`src/rtl/fnd_pkg.sv`:
```
// Shared constants for the seven-segment scan controller.
// Fonts are active-low: segments a..g on bits 0..6, dp on bit 7.
package fnd_pkg;

  localparam int unsigned CODE_W = 4;
  localparam int unsigned FONT_W = 8;
  localparam int unsigned DP_BIT = 7;

  localparam logic [FONT_W-1:0] FONT_0     = 8'hC0;
  localparam logic [FONT_W-1:0] FONT_1     = 8'hF9;
  localparam logic [FONT_W-1:0] FONT_2     = 8'hA4;
  localparam logic [FONT_W-1:0] FONT_3     = 8'hB0;
  localparam logic [FONT_W-1:0] FONT_4     = 8'h99;
  localparam logic [FONT_W-1:0] FONT_5     = 8'h92;
  localparam logic [FONT_W-1:0] FONT_6     = 8'h82;
  localparam logic [FONT_W-1:0] FONT_7     = 8'hF8;
  localparam logic [FONT_W-1:0] FONT_8     = 8'h80;
  localparam logic [FONT_W-1:0] FONT_9     = 8'h98;
  localparam logic [FONT_W-1:0] FONT_A     = 8'h88;
  localparam logic [FONT_W-1:0] FONT_B     = 8'h83;
  localparam logic [FONT_W-1:0] FONT_C     = 8'hC6;
  localparam logic [FONT_W-1:0] FONT_D     = 8'hA1;
  localparam logic [FONT_W-1:0] FONT_E     = 8'h86;
  localparam logic [FONT_W-1:0] FONT_F     = 8'h8E;
  localparam logic [FONT_W-1:0] FONT_BLANK = 8'hFF;

endpackage

```
`src/rtl/fnd_font_lut.sv`:
```
// Combinational 4-bit code to active-low segment font (no dp handling).
// Ports: i_code  - digit code 0..F
//        i_hex_en - 1 renders A..F, 0 blanks them
//        o_font_c - active-low font, dp bit always 1
module fnd_font_lut
  import fnd_pkg::*;
(
  input  logic [CODE_W-1:0] i_code,
  input  logic              i_hex_en,
  output logic [FONT_W-1:0] o_font_c
);

  always_comb begin
    o_font_c = FONT_BLANK;
    case (i_code)
      4'h0: o_font_c = FONT_0;
      4'h1: o_font_c = FONT_1;
      4'h2: o_font_c = FONT_2;
      4'h3: o_font_c = FONT_3;
      4'h4: o_font_c = FONT_4;
      4'h5: o_font_c = FONT_5;
      4'h6: o_font_c = FONT_6;
      4'h7: o_font_c = FONT_7;
      4'h8: o_font_c = FONT_8;
      4'h9: o_font_c = FONT_9;
      4'hA: if (i_hex_en) o_font_c = FONT_A;
      4'hB: if (i_hex_en) o_font_c = FONT_B;
      4'hC: if (i_hex_en) o_font_c = FONT_C;
      4'hD: if (i_hex_en) o_font_c = FONT_D;
      4'hE: if (i_hex_en) o_font_c = FONT_E;
      4'hF: if (i_hex_en) o_font_c = FONT_F;
    endcase
  end

endmodule

```
`src/rtl/fnd_scan_controller.sv`:
```
// Time-multiplexed common-anode seven-segment scanner.
// Ports: i_clk/i_reset (sync, active-high), i_en scan enable,
//        i_value packed 4-bit codes (digit 0 = LSD), i_dp per-digit dp,
//        i_hex_mode, i_lz_suppress,
//        o_font active-low segments+dp, o_digit_sel one-hot-low select.
module fnd_scan_controller
  import fnd_pkg::*;
#(
  parameter int unsigned NUM_DIGITS   = 4,
  parameter int unsigned REFRESH_DIV  = 100_000,
  parameter int unsigned BLANK_CYCLES = 1_000
) (
  input  logic                           i_clk,
  input  logic                           i_reset,
  input  logic                           i_en,
  input  logic [CODE_W*NUM_DIGITS-1:0]   i_value,
  input  logic [NUM_DIGITS-1:0]          i_dp,
  input  logic                           i_hex_mode,
  input  logic                           i_lz_suppress,
  output logic [FONT_W-1:0]              o_font,
  output logic [NUM_DIGITS-1:0]          o_digit_sel
);

  localparam int unsigned CNT_W = (REFRESH_DIV > 1) ? $clog2(REFRESH_DIV) : 1;
  localparam int unsigned IDX_W = (NUM_DIGITS > 1) ? $clog2(NUM_DIGITS) : 1;
  localparam int unsigned VAL_W = CODE_W * NUM_DIGITS;

  logic [CNT_W-1:0]      cnt_q, cnt_d;
  logic [IDX_W-1:0]      idx_q, idx_d;
  logic [VAL_W-1:0]      value_q, value_d;
  logic [NUM_DIGITS-1:0] dp_q, dp_d;
  logic                  hex_q, hex_d;
  logic                  lz_q, lz_d;
  logic                  pending_q, pending_d;
  logic [FONT_W-1:0]     font_q, font_d;
  logic [NUM_DIGITS-1:0] sel_q, sel_d;

  logic [CODE_W-1:0]     code_c;
  logic                  dp_c;
  logic                  supp_c;
  logic [NUM_DIGITS-1:0] lz_mask_c;
  logic [FONT_W-1:0]     lut_font_c;
  logic [FONT_W-1:0]     lit_font_c;
  logic                  slot_end_c;
  logic                  last_idx_c;

  // Leading-zero mask from the MSD down; digit 0 is never masked.
  always_comb begin
    logic nz_seen;
    nz_seen   = 1'b0;
    lz_mask_c = '0;
    for (int k = int'(NUM_DIGITS) - 1; k > 0; k--) begin
      if (value_q[CODE_W*k +: CODE_W] != '0) nz_seen = 1'b1;
      lz_mask_c[k] = lz_q & ~nz_seen;
    end
  end

  // Pick the snapshot digit, dp and mask bit for the current slot.
  always_comb begin
    code_c = '0;
    dp_c   = 1'b0;
    supp_c = 1'b0;
    for (int k = 0; k < int'(NUM_DIGITS); k++) begin
      if (idx_q == IDX_W'(k)) begin
        code_c = value_q[CODE_W*k +: CODE_W];
        dp_c   = dp_q[k];
        supp_c = lz_mask_c[k];
      end
    end
  end

  fnd_font_lut u_font_lut (
    .i_code   (code_c),
    .i_hex_en (hex_q),
    .o_font_c (lut_font_c)
  );

  // dp is merged after suppression so blanked digits can still show it.
  always_comb begin
    lit_font_c = supp_c ? FONT_BLANK : lut_font_c;
    if (dp_c) lit_font_c[DP_BIT] = 1'b0;
  end

  // Prescaler, digit index, frame snapshot and registered outputs.
  always_comb begin
    cnt_d     = cnt_q;
    idx_d     = idx_q;
    value_d   = value_q;
    dp_d      = dp_q;
    hex_d     = hex_q;
    lz_d      = lz_q;
    pending_d = pending_q;
    font_d    = FONT_BLANK;
    sel_d     = '1;

    slot_end_c = (cnt_q == CNT_W'(REFRESH_DIV - 1));
    last_idx_c = (idx_q == IDX_W'(NUM_DIGITS - 1));

    if (i_en) begin
      cnt_d = slot_end_c ? '0 : cnt_q + CNT_W'(1);
      if (slot_end_c) idx_d = last_idx_c ? '0 : idx_q + IDX_W'(1);

      if (pending_q || (slot_end_c && last_idx_c)) begin
        value_d   = i_value;
        dp_d      = i_dp;
        hex_d     = i_hex_mode;
        lz_d      = i_lz_suppress;
        pending_d = 1'b0;
      end

      if (cnt_q >= CNT_W'(BLANK_CYCLES)) begin
        sel_d  = ~(NUM_DIGITS'(1) << idx_q);
        font_d = lit_font_c;
      end
    end
  end

  always_ff @(posedge i_clk) begin
    if (i_reset) begin
      cnt_q     <= '0;
      idx_q     <= '0;
      value_q   <= '0;
      dp_q      <= '0;
      hex_q     <= 1'b0;
      lz_q      <= 1'b0;
      pending_q <= 1'b1;
      font_q    <= FONT_BLANK;
      sel_q     <= '1;
    end else begin
      cnt_q     <= cnt_d;
      idx_q     <= idx_d;
      value_q   <= value_d;
      dp_q      <= dp_d;
      hex_q     <= hex_d;
      lz_q      <= lz_d;
      pending_q <= pending_d;
      font_q    <= font_d;
      sel_q     <= sel_d;
    end
  end

  assign o_font      = font_q;
  assign o_digit_sel = sel_q;

endmodule

```
`config.mk`:
```
export PLATFORM = sky130hd
export DESIGN_NAME = fnd_scan_controller
export DESIGN_NICKNAME = d
export VERILOG_FILES = /design/src/rtl/fnd_pkg.sv /design/src/rtl/fnd_font_lut.sv /design/src/rtl/fnd_scan_controller.sv
export SDC_FILE = /design/constraint.sdc
export NUM_CORES = 1
export LEC_CHECK = 0
export ABC_AREA = 1
export CAP_MARGIN = 20
export CORE_ASPECT_RATIO = 1.5
export CORE_MARGIN = 5
export CORE_UTILIZATION = 56
export DETAILED_ROUTE_END_ITERATION = 10
export PLACE_DENSITY = 0.81
export SKIP_LAST_GASP = 1
export SYNTH_ARGS = -nofsm -noshare
export SYNTH_HDL_FRONTEND = slang
export SYNTH_SLANG_ARGS = --single-unit
```
`constraint.sdc`:
```
create_clock -name i_clk -period 3.8 [get_ports i_clk]
set_input_delay 0.76 -clock i_clk [delete_from_list [all_inputs] [get_ports i_clk]]
set_output_delay 0.76 -clock i_clk [all_outputs]
set_load 0.02 [all_outputs]
```
==> flow_summary.yaml, run 1 <==
sta:
  tightest_slew_ps: 734.8
  slew_headroom: 0.5083
  rsz0062_at_grt: "false"
  finalSetupViolCount: 0
  max_freq_mhz: 386.3
  fin_tns_setup_ps: 0
  finalHoldViolCount: 0
  setup_slack_ps: 1211
  fin_skew_ps: 8.827
  period_share: 0.6812
  slew_violations: 0
  period_minus_slack_ps: 2589
critical_path:
  r2r_end: "o_font[3]"
  cp_data_arrival_time_ps: 2840
  crit_chain: "clkdlybuf4s50_1 > nand4_1 > nor2_1 > nand4_4 > o21ai_4 > nand2_1 > a21oi_2"
  reg2reg_depth: 10
  slowest_delay_ps: 700
  r2r_start: "idx_q[0]"
  setup.worst_path.class: "in2reg"
  critPathRequiredTime_ps: 4050
  startpoint_type: "primary input"
  regToRegSetupSlack_ps: 1730
  cp_max_fo: 31
  critPathCaptureType: "flip-flop"
  slowest_stage: "clkdlybuf4s50_1"
yosys:
  synth.ff_latch_count: 54
  synth_top_area_frac: 0.3845
  ys_seq_area_frac: 0.3845
  ys_types: 37
  synth_area_leaders: "dfxtp_1 38%, nand2_1 13%, nor2_1 7.2%"
  ys_warn_count: 0
  synth_cells: 398
  syn_area_mm2: 0.002811
  synth_top_area_cell: "dfxtp_1"
  avgSynthCellArea_um2: 7.064
  syn_nets: 429
drt:
  vias: 2646
  avgViaCountPerCell: 5.345
  antenna_left: 0
  drt_first_iter_violations: 185
  routed_wl_um: 6313
  drt-pass1-iter-count: 4
  wire_per_inst_um: 12.75
  drc: 0
finish:
  fin_cells: 495
  layout-drive-gt1-share: 0.06760
  seq_area_mm2: 0.001081
  area_growth_pct: 15.67
  fin_nets: 460
  multiInputGateArea_mm2: 0.001461
  nFillCells: 442
  antenna_cells: 0
floorplan:
  die_area_mm2: 0.006567
  die_h_um: 96.78
  die_w_um: 67.85
  io_pins: 37
  rows: 31
  start_util: 0.5799
  coreArea_mm2: 0.004848
placed_design:
  globalplace.congestion: 0.8825
  place_hpwl_um: 4885
  place_inst: 488
  pre_cts_slack_ps: 897.2
  io_buffers: 36
hold_path:
  holdCritStartpoint: "value_q[8]"
  min_to: "value_q[8]"
  min_delay_path_depth: 2
  hp-class: "reg2reg"
cts:
  cts_sinks: 54
  cts_resized: 0
  cts-root-buf: "clkbuf_8"
  htreeDepth: 2
  hold_buffers: 0
  cts_buffers: 5
  clk_pin_slew_worst_paths_ps: 90
  clkLatencyLatePin_ps: 300
  clk_path_buf_depth: 2
  post_cts_buffers: 0
  cts_tree: "yes"
global_route:
  grt_pass1_vias: 2597
  global_route.usage.total: 0.2087
  grt_pass1_wl_um: 10870
  grt_max_degree: 32
  grt_overflow: 0
  grt_antenna_before_repair: 0
power:
  power.leakage_nw: 1.320
  p_per_area_mw_per_mm2: 313.9
  vdd_drop_max_v: 0.0002163
status:
  status: "completed"
job:
  drv_cap: 0
-- layout by cell type (no fill, tap or decap), types with 3 or more instances in the layout --
cell,Yosys,routed
a21oi_1,26,26
a21oi_2,3,3
clkbuf_8,0,5
clkdlybuf4s50_1,0,36
dfxtp_1,54,54
ha_1,6,6
inv_1,46,46
nand2_1,97,97
nand2_2,5,5
nand3_1,17,17
nand4_1,9,9
nor2_1,54,54
nor2_2,4,4
nor3_1,9,9
o211ai_1,14,14
o21ai_0,11,11
xnor2_1,3,3
xor2_1,6,6
-- cells in the mapped netlist (all sizes together) --
cell type and number:
nor3 12, o21ai 13, a31oi 1, and3 1, xor2 6, xnor2 3
nor3b 2, buf 8, a21oi 29, a211oi 1, inv 48, dfxtp 54
ha 6, nand2 102, o211ai 14, or2 2, clkbuf 5, a21boi 2
and2 2, nor4 1, nand4 10, nor2 59, nand3 17
-- flip-flops by register name, summed over array words and instances, names as in the netlist --
signal       count
value_q         16
o_font           8
cnt_q           17
hex_q            1
lz_q             1
pending_q        1
idx_q            2
dp_q             4
o_digit_sel      4
-- stage by stage --
step	hold WS, ps	power [mW]	cell area (µm²)	utilization
2_1_floorplan	454.0	0.6893	2811	-
3_3_place_gp	471.0	0.7261	3176	0.6550
3_5_place_dp	483.7	0.7290	3176	0.6550
4_1_cts	503.1	1.028	3252	0.6707
5_1_grt	530.7	1.070	3252	0.6707
6_report	501.6	1.021	3252	0.6707
-- cells by family after synthesis --
logic type,after synthesis,synth area share
and+or+nand+nor,208,0.3347
AOI/OAI and AO/OA,60,0.1304
DFF,54,0.3845
buffers and inverters,61,0.09568
xor gates and xnor gates,9,0.02804
adders and majority gates,6,0.02670
-- worst max path at each step --
stage | start | end | slack (ps) | cells past startpoint
final | i_en | lz_q | 1210 | 7
after global routing | i_en | value_q[13] | 990 | 7
after CTS | i_en | value_q[5] | 1220 | 8
after detailed placement | i_en | value_q[5] | 900 | 8
after global placement | i_en | dp_q[1] | 1040 | 7
after floorplan | i_en | cnt_q[13] | 1970 | 9
-- final cells by class --
cell class	count	area share
repair buffers	37	0.1131
well taps	66	0.02539
flip-flops and latches	54	0.3324
inverters	48	0.05618
multi-input cells	283	0.4494
clock buffers	7	0.02347
-- worst max-delay path: cells and delay by family --
| kind | cells | cell delay (ps) |
|---|---|---|
| AND/OR/NAND/NOR | 4 | 850 |
| buffers and inverters | 1 | 700 |
| AO/OA/AOI/OAI | 2 | 530 |
-- power breakdown --
group | switching, mW | leakage, nW | total (mW) | internal (mW)
registers | 0.0145 | 0.440 | 0.598 | 0.584
clock network | 0.177 | 0.0383 | 0.304 | 0.128
logic | 0.0660 | 0.842 | 0.118 | 0.0521
-- metal layers --
| metal | track usage | vias to the layer above | share of wire |
|---|---|---|---|
| li1 | - | 1339 | - |
| met1 | 0.2152 | 1226 | 0.39 |
| met2 | 0.3743 | 63 | 0.55 |
| met3 | 0.04403 | 18 | 0.033 |
| met4 | 0.1103 | 0 | 0.031 |
| met5 | 0 | - | 0 |
Power figures use the tool's default switching activity.
==> run 2, diff against run 1 <==
--- a/config.mk
+++ b/config.mk
@@ -9,9 +9,9 @@
 export CAP_MARGIN = 20
 export CORE_ASPECT_RATIO = 1.5
 export CORE_MARGIN = 5
-export CORE_UTILIZATION = 56
+export CORE_UTILIZATION = 50
 export DETAILED_ROUTE_END_ITERATION = 10
-export PLACE_DENSITY = 0.81
+export PLACE_DENSITY = 0.76
 export SKIP_LAST_GASP = 1
 export SYNTH_ARGS = -nofsm -noshare
 export SYNTH_HDL_FRONTEND = slang
==> constraint.sdc (replaced) <==
create_clock -name i_clk -period 2.1 [get_ports i_clk]
set_input_delay 0.42 -clock i_clk [delete_from_list [all_inputs] [get_ports i_clk]]
set_output_delay 0.42 -clock i_clk [all_outputs]
set_load 0.02 [all_outputs]
==> flow_summary.yaml, run 2 (same netlist as run 1, synthesis figures left out) <==
cts:
  clk_pin_slew_worst_paths_ps: 90
  htreeDepth: 2
  cts_buffers: 5
  post_cts_buffers: 0
  cts-root-buf: "clkbuf_8"
  clk_path_buf_depth: 2
  cts_sinks: 54
  cts_tree: "yes"
  clkLatencyLatePin_ps: 300
critical_path:
  regToRegSetupSlack_ps: 180
  path_depth: 10
  timing.critical_path.mode_cell: "nand2_1"
  setup.worst_path.class: "reg2reg"
  slowest_stage: "dfxtp_1"
  critPathCaptureType: "flip-flop"
  slowest_delay_ps: 390
  cp_data_arrival_time_ps: 2100
  path_buf_inv: 2
  startpoint_type: "flip-flop"
  cp_max_fo: 9
  critPathRequiredTime_ps: 2280
  r2r_start: "idx_q[1]"
  reg2reg_depth: 10
  r2r_end: "o_font[1]"
  crit_chain: "inv_1 > ha_1 > inv_2 > nand3_1 > nand2_1 > nand2_1 > nand2_2 > nand2_1 > o21ai_0 > nand4_1"
  critPathTopFamily: "simple AND/OR/NAND/NOR gates"
finish:
  layout_commonest_cell: "nand2_1"
  nFillCells: 513
  layout_common_cells: "97 x nand2_1, 54 x dfxtp_1, 53 x nor2_1"
  regMostFlops: "cnt_q"
  largest_register_ffs: 17
  fin_nets: 470
  area_growth_pct: 19.45
  antenna_cells: 0
  fin_cells: 509
  layout-drive-gt1-share: 0.1048
power:
  power.leakage_nw: 1.375
  vdd_drop_max_v: 0.0004349
  p_per_area_mw_per_mm2: 555.0
floorplan:
  die_h_um: 101.8
  rows: 33
  start_util: 0.5158
  die_area_mm2: 0.007254
  coreArea_mm2: 0.005450
  die_w_um: 71.23
  io_pins: 37
status:
  status: "completed"
global_route:
  global_route.usage.total: 0.1817
  grt_pass1_vias: 2542
  grt_max_degree: 32
  grt_pass1_wl_um: 10840
  grt_overflow: 0
  grt_antenna_before_repair: 0
drt:
  drt_first_iter_violations: 212
  drc: 0
  routed_wl_um: 6357
  antenna_left: 0
  vias: 2613
  wire_per_inst_um: 12.49
  drt-pass1-iter-count: 4
  avgViaCountPerCell: 5.134
placed_design:
  io_buffers: 36
  pre_cts_slack_ps: -30.76
  place_hpwl_um: 4887
  globalplace.congestion: 0.8869
  place_inst: 502
sta:
  period_minus_slack_ps: 1919
  fin_skew_ps: 4.337
  finalHoldViolCount: 0
  rsz0062_at_grt: "true"
  slew_headroom: 0.5007
  setup_slack_ps: 180.7
  max_freq_mhz: 521.0
  whs_ps: 491.8
  tightest_slew_ps: 746.1
  slew_violations: 0
  period_share: 0.9140
  finalSetupViolCount: 0
hold_path:
  hp-class: "reg2reg"
  min_to: "value_q[5]"
  min_delay_path_depth: 2
  holdCritStartpoint: "value_q[5]"
job:
  drv_cap: 0
-- run 2: changes by cell type in the layout (fill, tap and decap cells not counted), sizes merged --
cell,delta
clkinv,+2
buf,+10
clkbuf,-2
-- run 2: power by group --
part           total (mW)  internal (mW)  switching, mW
Clock               0.557          0.225          0.332
Sequential           1.08           1.06         0.0249
Combinational       0.225          0.102          0.123
-- run 2: repair_timing --
item | CTS | global route
resized for setup | 0 | 7
endpoints found under the setup margin | 0 | 5
hold buffers | 0 | 0
-- run 2: layout make-up --
cell class | instances | area [µm²] | area share
multi-input combinational | 283 | 1473 | 0.4385
tap | 70 | 87.58 | 0.02608
clock buffer | 5 | 68.82 | 0.02049
timing repair buffer | 47 | 455.4 | 0.1356
clock inverter | 2 | 10.01 | 0.002981
sequential | 54 | 1081 | 0.3219
inverter | 48 | 182.7 | 0.05440
-- run 2: worst register-to-register path: stages, from the launching register on --
cell	delay, ps
dfxtp_1	390
inv_1	80
ha_1	290
inv_2	130
nand3_1	80
nand2_1	90
nand2_1	80
nand2_2	150
nand2_1	80
o21ai_0	300
nand4_1	140
-- run 2: worst max-delay path by stage --
| stage | startpoint | end | slack, ps |
|---|---|---|---|
| 6_report | idx_q[1] | o_font[1] | 180 |
| 5_1_grt | idx_q[1] | o_font[6] | -10 |
| 4_1_cts | idx_q[0] | o_font[6] | 40 |
| 3_5_place_dp | i_en | value_q[8] | -30 |
| 3_3_place_gp | i_en | value_q[7] | 30 |
| 2_1_floorplan | idx_q[0] | o_font[3] | 420 |
-- run 2: per-stage QoR --
stage | total power [mW] | TNS (ps) | util | instance area, µm²
finish | 1.864 | 0 | 0.6162 | 3358
global route | 1.953 | -17.21 | 0.6162 | 3358
CTS | 1.877 | 0 | 0.6141 | 3347
detailed placement | 1.327 | -119.3 | 0.5996 | 3268
global placement | 1.324 | 0 | 0.5996 | 3268
floorplan | 1.247 | 0 | - | 2811
-- run 2: metal layers --
metal  GRT usage  part of all wire
met3     0.03740             0.039
met5           0                 0
met2      0.3364              0.53
met4     0.07815             0.027
met1      0.1976              0.40
